**src/rtl/axi_sram_wr_ctrl.sv**
```systemverilog
// AXI4 write-channel slave that turns each accepted W beat into one registered SRAM write.
// Handles FIXED/INCR/WRAP bursts, byte strobes, ID echo and a burst-level SLVERR response.
module axi_sram_wr_ctrl #(
  parameter int DATA_WIDTH = 32,
  parameter int ADDR_WIDTH = 32,
  parameter int ID_WIDTH   = 4,
  parameter int SRAM_AW    = 14,
  localparam int STRB_WIDTH = DATA_WIDTH / 8
) (
  input  logic                  ACLK,
  input  logic                  ARESET,
  input  logic [ID_WIDTH-1:0]   AWID,
  input  logic [ADDR_WIDTH-1:0] AWADDR,
  input  logic [7:0]            AWLEN,
  input  logic [2:0]            AWSIZE,
  input  logic [1:0]            AWBURST,
  input  logic                  AWVALID,
  output logic                  AWREADY,
  input  logic [DATA_WIDTH-1:0] WDATA,
  input  logic [STRB_WIDTH-1:0] WSTRB,
  input  logic                  WLAST,
  input  logic                  WVALID,
  output logic                  WREADY,
  output logic [ID_WIDTH-1:0]   BID,
  output logic [1:0]            BRESP,
  output logic                  BVALID,
  input  logic                  BREADY,
  output logic                  sram_we,
  output logic [SRAM_AW-1:0]    sram_addr,
  output logic [DATA_WIDTH-1:0] sram_wdata,
  output logic [STRB_WIDTH-1:0] sram_wstrb
);

  localparam int         OFS    = $clog2(STRB_WIDTH);
  localparam logic [2:0] OFS_SZ = 3'(OFS);

  typedef enum logic [1:0] {IDLE, DATA, RESP} state_t;
  state_t state, state_nx;

  logic [ID_WIDTH-1:0]   id_p0;
  logic [ADDR_WIDTH-1:0] addr_p0;
  logic [7:0]            len_p0;
  logic [2:0]            size_p0;
  logic [1:0]            burst_p0;
  logic [7:0]            cnt;
  logic                  cfg_err;
  logic                  last_err;
  logic                  aw_hs, w_hs, b_hs, last_beat, wlast_bad;

  // Bursts that cannot be mapped onto the bus are still drained but never written.
  function automatic logic cfg_bad(input logic [2:0] size, input logic [1:0] burst,
                                   input logic [7:0] len);
    logic wrap_len_ok;
    wrap_len_ok = (len == 8'd1) || (len == 8'd3) || (len == 8'd7) || (len == 8'd15);
    return (size > OFS_SZ) || (burst == 2'b11) || ((burst == 2'b10) && !wrap_len_ok);
  endfunction

  function automatic logic [ADDR_WIDTH-1:0] addr_step(input logic [ADDR_WIDTH-1:0] a,
                                                       input logic [7:0] len,
                                                       input logic [2:0] size,
                                                       input logic [1:0] burst);
    logic [ADDR_WIDTH-1:0] s, m;
    s = ADDR_WIDTH'(1) << size;
    m = ((ADDR_WIDTH'(len) + ADDR_WIDTH'(1)) * s) - ADDR_WIDTH'(1);
    case (burst)
      2'b01:   return (a & ~(s - ADDR_WIDTH'(1))) + s;
      2'b10:   return (a & ~m) | ((a + s) & m);
      default: return a;
    endcase
  endfunction

  assign aw_hs     = AWVALID && AWREADY && (state == IDLE);
  assign w_hs      = WVALID && WREADY && (state == DATA);
  assign b_hs      = BVALID && BREADY;
  assign last_beat = (cnt == len_p0);
  assign wlast_bad = (WLAST != last_beat);

  always_ff @(posedge ACLK or posedge ARESET) begin
    if (ARESET) state <= IDLE;
    else        state <= state_nx;
  end

  always_comb begin
    state_nx = state;
    case (state)
      IDLE:    if (aw_hs) state_nx = DATA;
      DATA:    if (w_hs && last_beat) state_nx = RESP;
      RESP:    if (b_hs) state_nx = IDLE;
      default: state_nx = IDLE;
    endcase
  end

  // Stage p0: burst attributes captured on AW, address advanced per accepted beat
  always_ff @(posedge ACLK) begin
    if (aw_hs) begin
      id_p0    <= AWID;
      addr_p0  <= AWADDR;
      len_p0   <= AWLEN;
      size_p0  <= AWSIZE;
      burst_p0 <= AWBURST;
    end else if (w_hs) begin
      addr_p0 <= addr_step(addr_p0, len_p0, size_p0, burst_p0);
    end
  end

  // Stage p1: registered handshakes, SRAM write port and write response
  always_ff @(posedge ACLK or posedge ARESET) begin
    if (ARESET) begin
      AWREADY    <= 1'b0;
      WREADY     <= 1'b0;
      BVALID     <= 1'b0;
      BID        <= '0;
      BRESP      <= 2'b00;
      sram_we    <= 1'b0;
      sram_addr  <= '0;
      sram_wdata <= '0;
      sram_wstrb <= '0;
      cnt        <= 8'd0;
      cfg_err    <= 1'b0;
      last_err   <= 1'b0;
    end else begin
      AWREADY <= (state_nx == IDLE);
      WREADY  <= (state_nx == DATA);
      BVALID  <= (state_nx == RESP);
      sram_we <= w_hs && !cfg_err;
      if (aw_hs) begin
        cnt      <= 8'd0;
        cfg_err  <= cfg_bad(AWSIZE, AWBURST, AWLEN);
        last_err <= 1'b0;
      end
      if (w_hs) begin
        cnt        <= cnt + 8'd1;
        sram_addr  <= addr_p0[OFS+SRAM_AW-1:OFS];
        sram_wdata <= WDATA;
        sram_wstrb <= WSTRB;
        if (wlast_bad) last_err <= 1'b1;
        if (last_beat) begin
          BID   <= id_p0;
          BRESP <= (cfg_err || last_err || wlast_bad) ? 2'b10 : 2'b00;
        end
      end
    end
  end

endmodule

```
**config.mk**
```make
export PLATFORM = sky130hd
export DESIGN_NAME = axi_sram_wr_ctrl
export DESIGN_NICKNAME = d
export VERILOG_FILES = /design/src/rtl/axi_sram_wr_ctrl.sv
export SDC_FILE = /design/constraint.sdc
export NUM_CORES = 1
export LEC_CHECK = 0
export ABC_AREA = 1
export CAP_MARGIN = 5
export CORE_ASPECT_RATIO = 1.5
export CORE_MARGIN = 1.5
export CORE_UTILIZATION = 40
export DETAILED_ROUTE_END_ITERATION = 6
export PLACE_DENSITY = 0.62
export RECOVER_POWER = 100
export SYNTH_ARGS = -nofsm -noshare
export SYNTH_HDL_FRONTEND = slang
export SYNTH_SLANG_ARGS = --single-unit
export TNS_END_PERCENT = 30
```
**constraint.sdc**
```tcl
create_clock -name ACLK -period 16.9 [get_ports ACLK]
set_clock_uncertainty 0.1 [all_clocks]
set_input_delay 3.38 -clock ACLK [delete_from_list [all_inputs] [get_ports ACLK]]
set_output_delay 3.38 -clock ACLK [all_outputs]
set_load 0.05 [all_outputs]
```
* Yosys cells after proc, flatten, opt, wreduce, memory -nomap -nowiden
Cells that the tools add are included.
** Word-level totals
- Logic and storage cells :: 83
- Output and inout port bits :: 60
- Bits of input ports :: 91
- Register bits :: 121
** Cells by class
- Multiplexer cells :: 13
- Bitwise operators :: 6
- $add $sub $neg :: 6
- $lt $le $gt $ge :: 1
- $mul :: 1
- Equality and inequality tests :: 14
- Shifts and indexed selects :: 1
- Reduce and logical (&&, ||, !) cells :: 23
** Operators with widths (count)
- 32-bit AND :: 3
- 32-bit adder :: 2
- 32-bit two-way mux :: 2
- 32-bit inverter :: 2
- 32-bit one-hot mux with 2 select lines :: 1
- 32-bit by 1-bit subtractor with 32-bit output, second input constant :: 2
- 9-bit by 32-bit multiplier with 32-bit output :: 1
- 32-bit OR :: 1
- 1-bit by 3-bit left shift with 32-bit output, first input constant :: 1
- 8-bit two-way mux :: 2
- 2-bit == test, second input constant :: 5
- 8-bit by 1-bit adder with 9-bit output, second input constant :: 1
- 8-bit by 1-bit adder with 8-bit output, second input constant :: 1
- 8-bit by 1-bit == test with 1-bit output, second input constant :: 1
- 8-bit by 2-bit == test with 1-bit output, second input constant :: 1
- 8-bit by 3-bit == test with 1-bit output, second input constant :: 1
- 8-bit by 4-bit == test with 1-bit output, second input constant :: 1
- 8-bit == test :: 1
- 1-bit logical AND :: 8
- 2-bit two-way mux :: 4
- 1-bit logical OR :: 7
- 2-bit by 1-bit == test with 1-bit output, second input constant :: 3
- 2-bit one-hot mux with 3 select lines :: 1
- 2-bit logical NOT :: 2
- other kinds (7) :: 11

* Longest topological paths before layout
- Depth in word-level cells :: 9
- Depth in mapped cells :: 33
- Gate-level depth less buffers :: 33

* Worst setup path before layout
OpenSTA, ideal clock, no wires.
- Kind :: reg2reg
- Start :: register len_p0[0]
- End :: register with a tool-made name
- Slack :: 11448 ps
- Library setup time :: 258 ps
- Cell stages (with the launch flop) :: 31
- Data arrival time :: 5093 ps
- Required time :: 16542 ps
- Path buffers :: 0
- Cell sequence :: edfxtp_1 -> inv_1 -> nor3_1 -> inv_1 -> nor2_1 -> inv_1 -> nand2_1 -> inv_1 -> nand2_1 -> fa_1 -> inv_1 -> fa_1 -> inv_1 -> fa_1 -> inv_1 -> fa_1 -> inv_1 -> fa_1 -> inv_1 -> ha_1 -> a21o_1 -> a21oi_1 -> nand2_1 -> nand2_1 -> nand2_1 -> nand2_1 -> nand2_1 -> nand3_1 -> nand2_1 -> a21boi_0 -> nand2_1
** RTL lines
- start: declaration :: line 42 : logic [7:0] len_p0;
- start signal: assignment :: line 98 : len_p0 <= AWLEN;

==> flow_metrics.py <==
metrics = {
    "run_status": {
        "status": "finished with violations",
        "violations": "max-capacitance violations, max-slew violations",
    },
    "setup_path": {
        "r2r_cells": 25,
        "critPathKind": "input pin to register",
        "startpoint_type": "input pin",
        "rr_startpoint": "size_p0[2]$_DFFE_PP_",
        "crit_arrival_ns": 7.97,
        "critPathRequiredTime_ns": 16.88,
        "r2r_setup_slack_ns": 10.59,
        "end_kind": "register",
        "crit_start": "AWVALID",
        "critPathMaxFanout": 39,
    },
    "synth": {
        "synth-main-ff-cell": "dfrtp_1",
        "avgSynthCellArea_sq_um": 7.63,
        "synthTopCellsByArea": "dfrtp_1 (21%), nand2_1 (15%), edfxtp_1 (12%)",
        "ys_seq_area_frac": 0.323,
        "synth.largest_area_cell": "dfrtp_1",
        "synth_common_cells": "nand2_1 (346), inv_1 (180), nor2_1 (98), dfrtp_1 (71), ha_1 (60)",
        "async_flop_share": 0.683,
        "ys_ff_latch": 104,
        "synth_top_area_frac": 0.208,
        "synthesis.area_sq_um": 8560,
        "yosysWarnings": 0,
        "syn_inst": 1122,
        "synth_most_common_cell": "nand2_1",
        "synth_nets": 1320,
        "synth_edf_count": 33,
        "synth_cell_types": 45,
    },
    "finish": {
        "nFillCells": 2062,
        "layout-drive-gt1-share": 0.0533,
        "final_nets": 1450,
        "area_growth_pct": 22.3,
        "antennaDiodeCount": 0,
    },
    "sta": {
        "slew_viol_final": 221,
        "rsz0062_at_grt": "no",
        "finalCritPeriodShare": 0.473,
        "max_slew_margin": -1.51,
        "setup_tns_ns": 0,
        "fmax_ghz": 0.125,
        "finalCriticalPeriod_ns": 7.99,
        "hold_viol_final": 0,
        "tightest_slew_ns": 3.77,
        "setup_viol": 0,
    },
    "floorplanning": {
        "dieArea_sq_um": 22300,
        "rows": 65,
        "initial_core_util": 0.408,
        "die_w_um": 122,
        "core_sq_um": 21000,
        "boundaryPins": 151,
        "die_y_um": 182,
    },
    "route": {
        "vias": 7503,
        "drtAntennaViolNets": 0,
        "routedWlPerCell_um": 15.2,
        "dr.pass1.iters": 5,
        "drc": 0,
        "drtIter0Drc": 281,
        "drt-total-wl_um": 23200,
        "vias_per_cell": 4.92,
    },
    "clock_network": {
        "root_buffer": "clkbuf_16",
        "clk_path_buf_depth": 2,
        "cts.sinks": 104,
        "ctsResizeCount": 0,
        "cts_tree": "yes",
        "numCtsBuffers": 9,
        "hold_buffers": 0,
        "htree_levels": 3,
        "clk_latency_ns": 0.35,
        "post_cts_buffers": 0,
        "clk_pin_slew_ns": 0.09,
    },
    "hold_path": {
        "hp-start": "id_p0[3]$_DFFE_PP_",
        "min_path_type": "register to register",
    },
    "grt": {
        "grt_remaining_overflow": 0,
        "grt_pass1_vias": 7580,
        "grtUsageTotal": 0.219,
        "grt_max_degree": 72,
        "grt_pass1_wl_um": 37900,
        "antenna_found_initial": 0,
    },
    "power": {
        "ir_worst_vdd_mv": 0.108,
        "power.density_nw_per_um2": 133,
        "p_leak_nw": 5.40,
        "finalPower_mw": 1.39,
    },
    "job": {
        "max-cap-violations": 4,
    },
    "placed_design": {
        "port_buffers": 133,
        "dp_hpwl_um": 18200,
        "gp_congestion": 0.885,
    },
}
[area by class of cell]
| class | instances | area (sq um) | share of cell area |
|---|---|---|---|
| sequential | 104 | 2770 | 0.264 |
| tap | 268 | 335 | 0.0320 |
| timing repair buffer | 138 | 1350 | 0.129 |
| clock inverter | 7 | 86.3 | 0.00825 |
| clock buffer | 9 | 225 | 0.0215 |
| inverter | 192 | 726 | 0.0694 |
| multi-input combinational | 807 | 4970 | 0.475 |
[report_power, final]
part	switching [mW]	leakage, nW	internal, mW
sequential	0.0536	1.18	0.352
clock	0.113	0.151	0.107
combinational	0.530	4.06	0.231
total	0.698	5.40	0.690
[per-stage QoR]
stage	worst slack, ns	instance area, sq um	std cells	utilization	hold slack [ns]
after floorplan	11.45	8560	1122	-	0.326
after global placement	10.43	10200	1509	0.485	0.331
after detailed placement	10.40	10200	1509	0.485	0.338
after CTS	10.57	10500	1525	0.500	0.358
after global routing	8.40	10500	1525	0.499	0.378
final	8.91	10500	1525	0.499	0.357
[cells in the final DEF (no fill, tap or decap), types with 7 or more instances in the layout]
cell type and instances:
inv_1 180, nor2_2 7, clkbuf_16 9, nor2_1 98, clkdlybuf4s50_1 54, o21ai_0 46, nand2_1 346, xnor2_1 9
fa_1 47, edfxtp_1 33, nand4_1 13, dfrtp_1 71, nand2_2 14, xor2_1 17, dlygate4sd3_1 79, nand3_1 57
a21oi_1 36, nor3_1 10, ha_1 60
[logic make-up (layout without fill, tap and decap cells)]
group           count (synthesis)  count (layout)  synth area share
compound gates                107             107            0.0708
xor+xnor                       26              26            0.0266
fa+ha+maj                     107             107             0.198
buf+inv                       211             346            0.0962
flops                         104             104             0.323
other cells                     1               1          0.000438
simple gates                  566             566             0.285
[how the worst min path moves through the flow]
stage	end	slack [ns]	cells past startpoint
6_report	BID[3]$_DFFE_PP0P_	0.36	2
5_1_grt	BID[0]$_DFFE_PP0P_	0.38	2
4_1_cts	BID[3]$_DFFE_PP0P_	0.36	2
3_5_place_dp	BID[0]$_DFFE_PP0P_	0.34	2
3_3_place_gp	BID[0]$_DFFE_PP0P_	0.33	2
2_1_floorplan	BID[0]$_DFFE_PP0P_	0.33	2
[worst max-delay path: stages]
cell and delay, ns:
dlygate4sd3_1 0.53, nand2_1 0.10, nor3_4 0.11, clkbuf_1 1.54
inv_1 0.85, nand2_1 0.49, nand2_1 0.30, inv_1 0.38
o21ai_0 0.18, inv_1 0.09
[metal layers]
layer	global-route usage	share of wire	up-vias	wire length (um)
li1	-	-	3765	-
met1	0.257	0.40	3508	9250
met2	0.387	0.51	193	11700
met3	0.0428	0.056	37	1300
met4	0.0884	0.038	0	890
met5	0	0	-	0
No activity file was read; power rests on OpenSTA's default activity.
